[src/rtl/pc_ctrl_pkg.sv]
// pc_ctrl_pkg: PC-source encodings, op/cause codes and FSM states for pc_src_controller.
package pc_ctrl_pkg;
  localparam logic [2:0] PCSRC_ALU_DIRECT = 3'b000;
  localparam logic [2:0] PCSRC_ALUOUT     = 3'b001;
  localparam logic [2:0] PCSRC_JUMP       = 3'b010;
  localparam logic [2:0] PCSRC_MEMSEXT    = 3'b011;
  localparam logic [2:0] PCSRC_EPC        = 3'b100;
  localparam logic [2:0] OP_SEQ    = 3'b000;
  localparam logic [2:0] OP_BRANCH = 3'b001;
  localparam logic [2:0] OP_JUMP   = 3'b010;
  localparam logic [2:0] OP_JR     = 3'b011;
  localparam logic [2:0] OP_RTE    = 3'b100;
  localparam logic [2:0] OP_EXC    = 3'b101;
  localparam logic [1:0] CAUSE_INVALID_OP = 2'b00;
  localparam logic [1:0] CAUSE_OVERFLOW   = 2'b01;
  localparam logic [1:0] CAUSE_DIV_ZERO   = 2'b10;
  localparam logic [1:0] CAUSE_RSVD       = 2'b11;
  typedef enum logic [2:0] {
    ST_IDLE     = 3'd0,
    ST_UPDATE   = 3'd1,
    ST_EPC_SAVE = 3'd2,
    ST_VEC_READ = 3'd3,
    ST_LOAD_PC  = 3'd4,
    ST_HALT     = 3'd5
  } state_t;
  // An untaken branch writes nothing, so its select stays at the safe default.
  function automatic logic [2:0] pcsrc_for(input logic [2:0] op, input logic taken);
    return (op == OP_BRANCH) ? (taken ? PCSRC_ALUOUT : PCSRC_ALU_DIRECT) :
           (op == OP_JUMP)   ? PCSRC_JUMP :
           (op == OP_RTE)    ? PCSRC_EPC  : PCSRC_ALU_DIRECT;
  endfunction
endpackage

[src/rtl/pc_vec_wait_counter.sv]
// pc_vec_wait_counter: MEM_LATENCY down-counter; load on entry, expire on the last wait cycle.
module pc_vec_wait_counter #(
  parameter int MEM_LATENCY = 1
) (
  input  logic clk,
  input  logic reset,
  input  logic i_load,
  input  logic i_en,
  output logic o_expire
);
  localparam int W = (MEM_LATENCY < 2) ? 1 : $clog2(MEM_LATENCY);
  localparam logic [W-1:0] LOAD_VAL = W'(MEM_LATENCY - 1);
  logic [W-1:0] r_cnt;
  always_ff @(posedge clk) begin
    if (reset) r_cnt <= '0;
    else if (i_load) r_cnt <= LOAD_VAL;
    else if (i_en && r_cnt != '0) r_cnt <= r_cnt - 1'b1;
  end
  assign o_expire = (r_cnt == '0);
endmodule

[src/rtl/pc_src_controller.sv]
// pc_src_controller: PC-source/PC/EPC write sequencer with multi-cycle exception entry.
// Define PC_SRC_DBLFAULT_EN to halt on an exception taken while already in a handler.
module pc_src_controller
  import pc_ctrl_pkg::*;
#(
  parameter int          MEM_LATENCY = 1,
  parameter logic [31:0] VEC_BASE    = 32'd253
) (
  input  logic        clk,
  input  logic        reset,
  input  logic        req,
  input  logic [2:0]  op,
  input  logic        branch_taken,
  input  logic [1:0]  exc_cause,
  output logic        ready,
  output logic [2:0]  pc_src_sel,
  output logic        pc_write,
  output logic        epc_write,
  output logic        mem_read,
  output logic [31:0] exc_addr,
  output logic        done,
  output logic        in_handler,
  output logic        halted
);
  state_t     r_state, w_next;
  logic [2:0] r_op;
  logic       r_taken;
  logic [1:0] r_cause;
  logic       r_in_handler;
  logic       w_accept, w_expire, w_upd_write;
  logic [1:0] w_cause_idx;
  state_t     w_exc_target;
  pc_vec_wait_counter #(.MEM_LATENCY(MEM_LATENCY)) u_wait (
    .clk      (clk),
    .reset    (reset),
    .i_load   (r_state == ST_EPC_SAVE),
    .i_en     (r_state == ST_VEC_READ),
    .o_expire (w_expire)
  );
  assign w_accept = req && (r_state == ST_IDLE);
`ifdef PC_SRC_DBLFAULT_EN
  assign w_exc_target = r_in_handler ? ST_HALT : ST_EPC_SAVE;
  assign halted       = (r_state == ST_HALT);
`else
  assign w_exc_target = ST_EPC_SAVE;
  assign halted       = 1'b0;
`endif
  always_comb begin
    w_next = r_state;
    case (r_state)
      ST_IDLE:     w_next = !w_accept || op > OP_EXC ? ST_IDLE :
                            (op == OP_EXC) ? w_exc_target : ST_UPDATE;
      ST_UPDATE:   w_next = ST_IDLE;
      ST_EPC_SAVE: w_next = ST_VEC_READ;
      ST_VEC_READ: w_next = w_expire ? ST_LOAD_PC : ST_VEC_READ;
      ST_LOAD_PC:  w_next = ST_IDLE;
      ST_HALT:     w_next = ST_HALT;
      default:     w_next = ST_IDLE;
    endcase
  end
  always_ff @(posedge clk) begin
    if (reset) begin
      r_state      <= ST_IDLE;
      r_op         <= OP_SEQ;
      r_taken      <= 1'b0;
      r_cause      <= CAUSE_INVALID_OP;
      r_in_handler <= 1'b0;
    end else begin
      r_state <= w_next;
      if (w_accept) begin
        r_op    <= op;
        r_taken <= branch_taken;
        r_cause <= exc_cause;
      end
      if (r_state == ST_LOAD_PC) r_in_handler <= 1'b1;
      else if (r_state == ST_UPDATE && r_op == OP_RTE) r_in_handler <= 1'b0;
    end
  end
  assign w_upd_write = !(r_op == OP_BRANCH && !r_taken);
  assign w_cause_idx = (r_cause == CAUSE_RSVD) ? CAUSE_INVALID_OP : r_cause;
  assign ready       = (r_state == ST_IDLE);
  assign pc_src_sel  = (r_state == ST_UPDATE)  ? pcsrc_for(r_op, r_taken) :
                       (r_state == ST_LOAD_PC) ? PCSRC_MEMSEXT : PCSRC_ALU_DIRECT;
  assign pc_write    = (r_state == ST_LOAD_PC) || (r_state == ST_UPDATE && w_upd_write);
  assign epc_write   = (r_state == ST_EPC_SAVE);
  assign mem_read    = (r_state == ST_VEC_READ);
  assign exc_addr    = mem_read ? VEC_BASE + 32'(w_cause_idx) : 32'd0;
  assign done        = (r_state == ST_UPDATE) || (r_state == ST_LOAD_PC);
  assign in_handler  = r_in_handler;
endmodule

[config.mk]
export PLATFORM = sky130hd
export DESIGN_NAME = pc_src_controller
export DESIGN_NICKNAME = d
export VERILOG_FILES = /design/src/rtl/pc_ctrl_pkg.sv /design/src/rtl/pc_vec_wait_counter.sv /design/src/rtl/pc_src_controller.sv
export SDC_FILE = /design/constraint.sdc
export NUM_CORES = 1
export LEC_CHECK = 0
export BUFFER_PORTS_ARGS = -buffer_cell sky130_fd_sc_hd__buf_2
export CAP_MARGIN = 20
export CORE_MARGIN = 2
export CORE_UTILIZATION = 43
export CTS_CLUSTER_SIZE = 30
export DETAILED_ROUTE_END_ITERATION = 7
export MAX_ROUTING_LAYER = met4
export PLACE_DENSITY = 0.79
export SYNTH_ARGS = -nofsm -noshare
export SYNTH_HDL_FRONTEND = slang
export SYNTH_SLANG_ARGS = --single-unit
[constraint.sdc]
create_clock -name clk -period 1.91 [get_ports clk]
set_input_delay 0.191 -clock clk [delete_from_list [all_inputs] [get_ports clk]]
set_output_delay 0.191 -clock clk [all_outputs]
set_load 0.05 [all_outputs]
-- Yosys cells after proc, flatten, opt, wreduce, memory -nomap -nowiden
Cells that the tools add are included.
- flip-flop bits (word level): 11
- bits in latches: 0
- memory bits (writable): 0
- bits in read-only memories: 0
- bits of input ports: 9
- logic and storage cells: 47
- memories kept: 0
- add/sub/neg operators: 2
- multipliers: 0
- divide/modulo/power cells: 0
- $lt $le $gt $ge: 1
- equality and inequality tests: 10
- shifts and indexed selects: 0
- mux-type cells: 14
- bitwise logic cells: 0
- reduce and logical (&&, ||, !) cells: 14
- operator list (kind ; count):
    $mux 3 ; 5
    $eq 3x3->1 const B ; 4
    $pmux 3 s4 ; 1
    $add 8x2->9 const A ; 1
    $eq 3x2->1 const B ; 3
    $mux 9 ; 1
    $mux 2 ; 4
    $eq 3x1->1 const B ; 2
    $logic_and 1x1->1 ; 5
    $gt 3x3->1 const B ; 1
    $logic_not 1->1 ; 3
    $logic_not 3->1 ; 1
    $logic_or 1x1->1 ; 3
    $mux 1 ; 3
    $eq 2x2->1 const B ; 1
    $reduce_bool 2->1 ; 1
    $reduce_or 2->1 ; 1
    $sub 1x1->1 const B ; 1

-- Depth between registers and ports, before layout
Gate-level depths: netlist (run 1).
- depth in word-level cells: 6
- mapped depth: 5
- mapped depth without buffers: 4

-- Modules after synthesis
A second synthesis (run 1) with hierarchy kept.
- cell total of the unflattened synthesis: 104
- area, all modules: 859.6 µm²
- modules (own cells, without submodules) (module ; times used ; cells each ; area an instance (µm²) ; seq. area each (µm²)):
    pc_src_controller ; 1 ; 101 ; 820.8 ; 200.2
    pc_vec_wait_counter ; 1 ; 3 ; 38.8 ; 20.0

-- Worst setup path after synthesis (run 1)
Ideal clock, no wire load.
- path type: flip-flop to output port
- start point: register r_state[1]
- end point: output exc_addr[3]
- arrival: 2108 ps
- path slack: -389 ps
- cell stages (with the launch flop): 6
- path through: dfxtp_1 buf_2 and2b_1 nand2_1 a21oi_1 buf_4
- longest elaborated chain between the ends: 2
- ends and longest elaborated chain (element ; RTL line ; text):
    start, declared ; pc_src_controller.sv:25 ; state_t r_state, w_next;
    start signal, assigned ; pc_src_controller.sv:69 ; r_state <= w_next;
    $eq 3x2->1 ; pc_src_controller.sv:86 ; assign mem_read = (r_state == ST_VEC_READ);
    $mux 9 ; pc_src_controller.sv:87 ; assign exc_addr = mem_read ? VEC_BASE + 32'(w_cause_idx) : 32'd0;
    end, declared ; pc_src_controller.sv:20 ; output logic [31:0] exc_addr,
No other way between the ends.

-- Worst setup path after layout (run 1)
- start point: register r_state[2]
- end point: output exc_addr[3]
The elaborated chain is that of the path after synthesis.

==> impl_metrics.json, run 1 <==
{
  "grt_pass1_vias": 560,
  "cp_slowest_cell": "dfxtp_1",
  "layout_setup_ws_ns": 0.1047,
  "drc": 0,
  "hold_viol": 0,
  "route.vias.total": 646,
  "clockBufferDepth": 2,
  "arrival_ns": 1.61,
  "grt_pass1_wl_microns": 2359,
  "seq_area_sq_um": 222.7,
  "finalSetupViolations": 0,
  "clock_sinks": 11,
  "synth_compound_area_frac": 0.07604,
  "drive_gt1_frac": 0.3145,
  "synth_warnings": 0,
  "first_pass_iters": 3,
  "start_util": 0.4491,
  "routabilityCongestion": 0.7790,
  "grtUsageTotal": 0.1344,
  "via_per_inst": 4.278,
  "synthAdderAreaFrac": 0.02869,
  "die-area_sq_mm": 0.002404,
  "clock.fmax_ghz": 0.5539,
  "grt_start_max_net_pins": 12,
  "gr-total-overflow": 0,
  "port-buffer-count": 26,
  "path_buf_inv": 1,
  "dp_slack_ns": 0.2964,
  "route.met3.wl_microns": 108,
  "drv_cap": 0,
  "layout.nets": 136,
  "fillers": 196,
  "wl_per_cell_microns": 9.748,
  "syn_area_sq_um": 872.1,
  "slew_violations": 0,
  "whs_ns": 0.1466,
  "drt-met1-wl_microns": 656,
  "post_synth_mux_area_share": 0.06887,
  "synth_top_family_by_area": "buffers and inverters",
  "synthSimpleGateAreaFrac": 0.2511,
  "num_rows": 16,
  "cts_tree": "done",
  "core-area_sq_mm": 0.001942,
  "antenna_found_initial": 0,
  "root_buffer": "clkbuf_4",
  "dp_hpwl_microns": 1140,
  "drt_iter0_markers": 1,
  "irDropWorstVdd_mv": 0.2826,
  "outcome": "finished clean",
  "cp-end-kind": "output port",
  "crit_family": "flip-flops",
  "dr_wl_met2_microns": 666,
  "totalPowerFinal_mw": 0.6422,
  "antenna_cells": 0,
  "pwr_density_cell_mw_per_mm2": 704.1,
  "synth-seq-area-share": 0.2525,
  "die_w_microns": 49.04,
  "ys_ff_latch": 11,
  "path_clk_slew_ns": 0.07,
  "cp_max_fo": 10,
  "areaGrowthSynthToFinish_pct": 4.591,
  "worstSetupPathType": "register to output port",
  "period_needed_ns": 1.805,
  "ios": 51,
  "worstPathCellList": "and2b_1 > nand2_1 > a21oi_2 > buf_2",
  "post-route-util": 0.4697,
  "multi_input_area_sq_um": 476.7,
  "top_layer": "met4",
  "ant_nets": 0,
  "post_cts_buffers": 0,
  "drt_wl_total_microns": 1472,
  "clock_skew_ns": 0.002880,
  "startpoint_type": "register",
  "htreeDepth": 1,
  "cts_made_buffers": 3,
  "finalCritPeriodShare": 0.9452,
  "synth_xor_area_frac": 0.01004,
  "rsz0062_at_grt": "true",
  "critPathMaxStageDelay_ns": 0.42,
  "postSynthCellCount": 104,
  "clkLatencyLatePin_ns": 0.28,
  "avgSynthCellArea_sq_um": 8.385,
  "fp.dieH_microns": 49.04,
  "required_ns": 1.72,
  "total_leakage_power_nw": 0.4744,
  "hold_path_class": "input port to register",
  "yosysUniqueCellTypes": 32
}
## cells by family (layout without fill, tap and decap cells)
logic type,after synthesis,count (layout)
buffers and inverters,38,35
AND/OR/NAND/NOR,35,35
flip-flops,11,11
AO/OA/AOI/OAI,10,10
multiplexers,6,6
adder cells (fa/ha/maj),2,2
other,1,24
XOR/XNOR,1,1
## metal layers
layer,vias up,GRT usage
met5,-,-
met4,0,0.1000
met3,5,0.03374
met2,31,0.2009
met1,284,0.1550
li1,326,-
## repair_timing
item,4_1_cts,5_1_grt
hold buffers,0,0
setup endpoints to repair,1,7
endpoints found under the hold margin,0,0
resized for setup,1,1
## state kept, by name, indices dropped and copies added, names as in the netlist
name	cells
in_handler	1
r_cause	2
r_op	3
r_state	3
r_taken	1
u_wait.r_cnt	1
## report_power, final
group / total (mW) / internal, mW / switching, mW
sequential: 0.257 / 0.241 / 0.0154
clock: 0.169 / 0.0812 / 0.0876
combinational: 0.217 / 0.0453 / 0.171
total: 0.642 / 0.368 / 0.274
## layout by cell type (no fill, tap or decap)
master / count
nor4b_4: 1
o21ai_0: 3
buf_2: 26
dfxtp_1: 9
inv_1: 4
xnor2_1: 1
nand4b_2: 1
a211oi_2: 1
a21oi_1: 2
nand2_2: 1
a21oi_2: 2
nor2_1: 12
or2_1: 1
conb_1: 24
nand2b_1: 3
nor3_1: 3
ha_1: 2
nand3_1: 1
and2_1: 1
buf_4: 1
dfxtp_2: 2
clkbuf_4: 3
or2b_1: 2
mux2i_1: 6
a311oi_1: 1
nand4bb_1: 1
nand4_1: 1
nor2b_1: 1
o21ba_2: 1
nand4b_1: 1
nor3b_1: 2
and2b_1: 1
clkbuf_1: 1
nand2_1: 2
## cells in the mapped netlist
master | count | area [sq um]
and2b_1 | 1 | 7.510
xnor2_1 | 1 | 8.760
conb_1 | 1 | 3.750
nor4b_4 | 1 | 23.77
buf_6 | 2 | 22.52
or2b_1 | 2 | 15.01
nor2b_1 | 1 | 6.260
dfxtp_1 | 11 | 220.2
ha_1 | 2 | 25.02
mux2i_1 | 6 | 60.06
and2_1 | 1 | 6.260
o21ba_2 | 1 | 10.01
buf_2 | 2 | 10.01
a211oi_2 | 1 | 12.51
nand4_1 | 1 | 6.260
or2_1 | 1 | 6.260
nand4b_2 | 1 | 15.01
nor2_1 | 12 | 45.04
nand3_1 | 1 | 5.000
nand2_1 | 2 | 7.510
a21oi_1 | 4 | 20.02
nand2b_1 | 3 | 18.77
nor3_1 | 3 | 15.01
o21ai_0 | 3 | 15.01
inv_1 | 4 | 15.01
clkbuf_1 | 1 | 3.750
buf_4 | 29 | 217.7
nand4bb_1 | 1 | 11.26
nand4b_1 | 1 | 8.760
nand2_2 | 1 | 6.260
a311oi_1 | 1 | 8.760
nor3b_1 | 2 | 15.01
## path summary, 6_finish.rpt
| kind | start | endpoint | slack [ns] | cells past startpoint |
|---|---|---|---|---|
| worst max-delay path | r_state[2]$_SDFF_PP0_ | exc_addr[3] | 0.10 | 4 |
| worst min-delay path | branch_taken | r_taken$_SDFFE_PP0N_ | 0.15 | 3 |
| worst max register to register | r_state[2]$_SDFF_PP0_ | r_state[1]$_SDFF_PP0_ | 0.62 | 4 |
| worst min register to register | u_wait.r_cnt$_SDFFE_PP0P_ | u_wait.r_cnt$_SDFFE_PP0P_ | 0.49 | 1 |
## worst min-delay path: stages
cell     delay [ns]
buf_2          0.08
mux2i_1        0.05
nor2_1         0.07
## through the flow
stage | cell area [sq um] | TNS (ns) | cells
6_report | 912.1 | 0 | 151
4_1_cts | 910.9 | 0 | 151
5_1_grt | 912.1 | -0.009819 | 151
2_1_floorplan | 965.9 | 0 | 127
3_5_place_dp | 883.3 | 0 | 147
3_3_place_gp | 883.3 | 0 | 147
## cell type report
class / instances / share of cell area
Timing Repair Buffer: 27 / 0.1509
Inverter: 4 / 0.01646
Sequential cell: 11 / 0.2442
Multi-Input combinational cell: 78 / 0.5226
Tap cell: 27 / 0.03704
Clock buffer: 4 / 0.02881
(Power assumes the default switching activity.)
==> run 2, diff against run 1 <==
--- a/config.mk
+++ b/config.mk
@@ -8,11 +8,12 @@
 export BUFFER_PORTS_ARGS = -buffer_cell sky130_fd_sc_hd__buf_2
 export CAP_MARGIN = 20
 export CORE_MARGIN = 2
-export CORE_UTILIZATION = 43
+export CORE_UTILIZATION = 45
+export CTS_BUF_LIST = sky130_fd_sc_hd__clkbuf_4 sky130_fd_sc_hd__clkbuf_8
 export CTS_CLUSTER_SIZE = 30
 export DETAILED_ROUTE_END_ITERATION = 7
 export MAX_ROUTING_LAYER = met4
-export PLACE_DENSITY = 0.79
+export PLACE_DENSITY = 0.82
 export SYNTH_ARGS = -nofsm -noshare
 export SYNTH_HDL_FRONTEND = slang
 export SYNTH_SLANG_ARGS = --single-unit
==> impl_metrics.json, run 2 (synthesis results as in run 1) <==
{
  "finalSetupViolations": 0,
  "fillers": 170,
  "drt_iter0_markers": 7,
  "first_pass_iters": 4,
  "slew_violations": 0,
  "ios": 51,
  "clockPowerShare": 0.264,
  "stdcell_count": 149,
  "startpoint_type": "register",
  "irDropWorstVdd_mv": 0.2784,
  "required_ns": 1.72,
  "grt_start_max_net_pins": 12,
  "rsz0062_at_grt": "false",
  "ctsHoldBuffers": 0,
  "path_buf_inv": 1,
  "crit_family": "flip-flops",
  "multi_input_area_sq_um": 484.2,
  "seq_area_sq_um": 224.0,
  "hold_path_class": "input port to register",
  "p_int_mw": 0.3828,
  "top_regs": "r_op: 3 flops, r_state: 3 flops, r_cause: 2 flops",
  "whs_ns": 0.1629,
  "seq_power_share": 0.397,
  "start_util": 0.4891,
  "final.setup.tns_ns": 0,
  "total_leakage_power_nw": 0.4755,
  "p_sw_frac": 0.4071,
  "gr-total-overflow": 0,
  "layout.cells.most_common": "conb_1",
  "clock_skew_ns": 0.0002519,
  "cts_made_buffers": 3,
  "antenna_cells": 0,
  "dp_slack_ns": 0.2878,
  "drv_cap": 0,
  "cp-end-kind": "output port",
  "grt_pass1_wl_microns": 2159,
  "power.switching_mw": 0.2629,
  "ant_nets": 0,
  "pwr_density_cell_mw_per_mm2": 688.9,
  "via_per_inst": 4.295,
  "root_buffer": "clkbuf_4",
  "areaGrowthSynthToFinish_pct": 7.461,
  "layout.nets": 136,
  "num_rows": 15,
  "cp_max_fo": 11,
  "route.vias.total": 640,
  "outcome": "finished clean",
  "drt_wl_total_microns": 1504,
  "clockBufferDepth": 2,
  "htreeDepth": 1,
  "layout_setup_ws_ns": 0.1593,
  "die_w_microns": 48.02,
  "drive_gt1_frac": 0.3306,
  "period_needed_ns": 1.751,
  "cts_tree": "done",
  "grt_pass1_vias": 494,
  "most-common-layout-cells": "conb_1, buf_2, nor2_1",
  "dp_hpwl_microns": 1197,
  "finalCritPeriodShare": 0.9166,
  "post_cts_buffers": 0,
  "wl_per_cell_microns": 10.09,
  "fp.dieH_microns": 48.02,
  "antenna_found_initial": 0,
  "clkLatencyLatePin_ns": 0.27,
  "clock.fmax_ghz": 0.5712,
  "port-buffer-count": 26,
  "die-area_sq_mm": 0.002306,
  "core-area_sq_mm": 0.001783,
  "worstPathCellList": "and2b_1 > nand2_1 > a21oi_4 > clkbuf_4",
  "hold_viol": 0,
  "drc": 0,
  "arrival_ns": 1.56,
  "worstSetupPathType": "register to output port",
  "path_clk_slew_ns": 0.07,
  "grtUsageTotal": 0.1441,
  "critPathMaxStageDelay_ns": 0.46,
  "dp.cells": 145,
  "routabilityCongestion": 0.8261,
  "power_frac_comb": 0.339,
  "clock_sinks": 11,
  "cp_slowest_cell": "dfxtp_2"
}
-- run 2: cell types whose count changed in the layout (fill, tap and decap cells not counted), sizes merged --
cell and change:
buf -6, clkbuf +6
-- run 2: worst min-delay path, cell delays in order --
cell	delay, ns
buf_2	0.08
mux2i_1	0.05
nor2_1	0.07
-- run 2: power groups by stage --
stage	combinational, mW	clock, mW	sequential, mW
global placement	0.213	0	0.260
detailed placement	0.216	0	0.261
finish	0.219	0.170	0.256
CTS	0.217	0.181	0.256
floorplan	0.240	0	0.253
global route	0.235	0.197	0.259
-- run 2: repair_timing --
item | in CTS | in global routing
gates resized for setup | 1 | 9
cloned | 0 | 0
endpoints found under the setup margin | 6 | 7
-- run 2: path summary, 6_finish.rpt --
| path | endpoint | startpoint | slack, ns | cells past startpoint |
|---|---|---|---|---|
| setup / recovery | exc_addr[6] | r_state[1]$_SDFF_PP0_ | 0.16 | 4 |
| hold / removal | r_cause[1]$_SDFFE_PP0N_ | exc_cause[1] | 0.16 | 3 |
| setup reg to reg | r_taken$_SDFFE_PP0N_ | r_state[0]$_SDFF_PP0_ | 0.47 | 4 |
| hold reg to reg | u_wait.r_cnt$_SDFFE_PP0P_ | u_wait.r_cnt$_SDFFE_PP0P_ | 0.51 | 1 |
-- run 2: area by class of cell --
| type | instances | area share |
|---|---|---|
| Multi-Input combinational cell | 78 | 0.5167 |
| Timing Repair Buffer | 27 | 0.1629 |
| Tap cell | 25 | 0.03338 |
| Sequential cell | 11 | 0.2390 |
| Clock buffer | 4 | 0.03204 |
| Inverter | 4 | 0.01602 |
-- run 2: metal layers --
metal / GRT usage / vias to the layer above / wire [microns]
met1: 0.1506 / 287 / 626
met4: 0.04865 / 0 / 0
met2: 0.2453 / 26 / 779
met5: - / - / 0
met3: 0.05660 / 0 / 99
li1: - / 327 / -
-- run 2: stage by stage --
step	utilization	area, sq um	total power [mW]
floorplan	-	965.9	0.4929
global placement	0.4940	880.8	0.4734
detailed placement	0.4940	880.8	0.4772
CTS	0.5116	912.1	0.6533
global route	0.5256	937.1	0.6904
finish	0.5256	937.1	0.6456
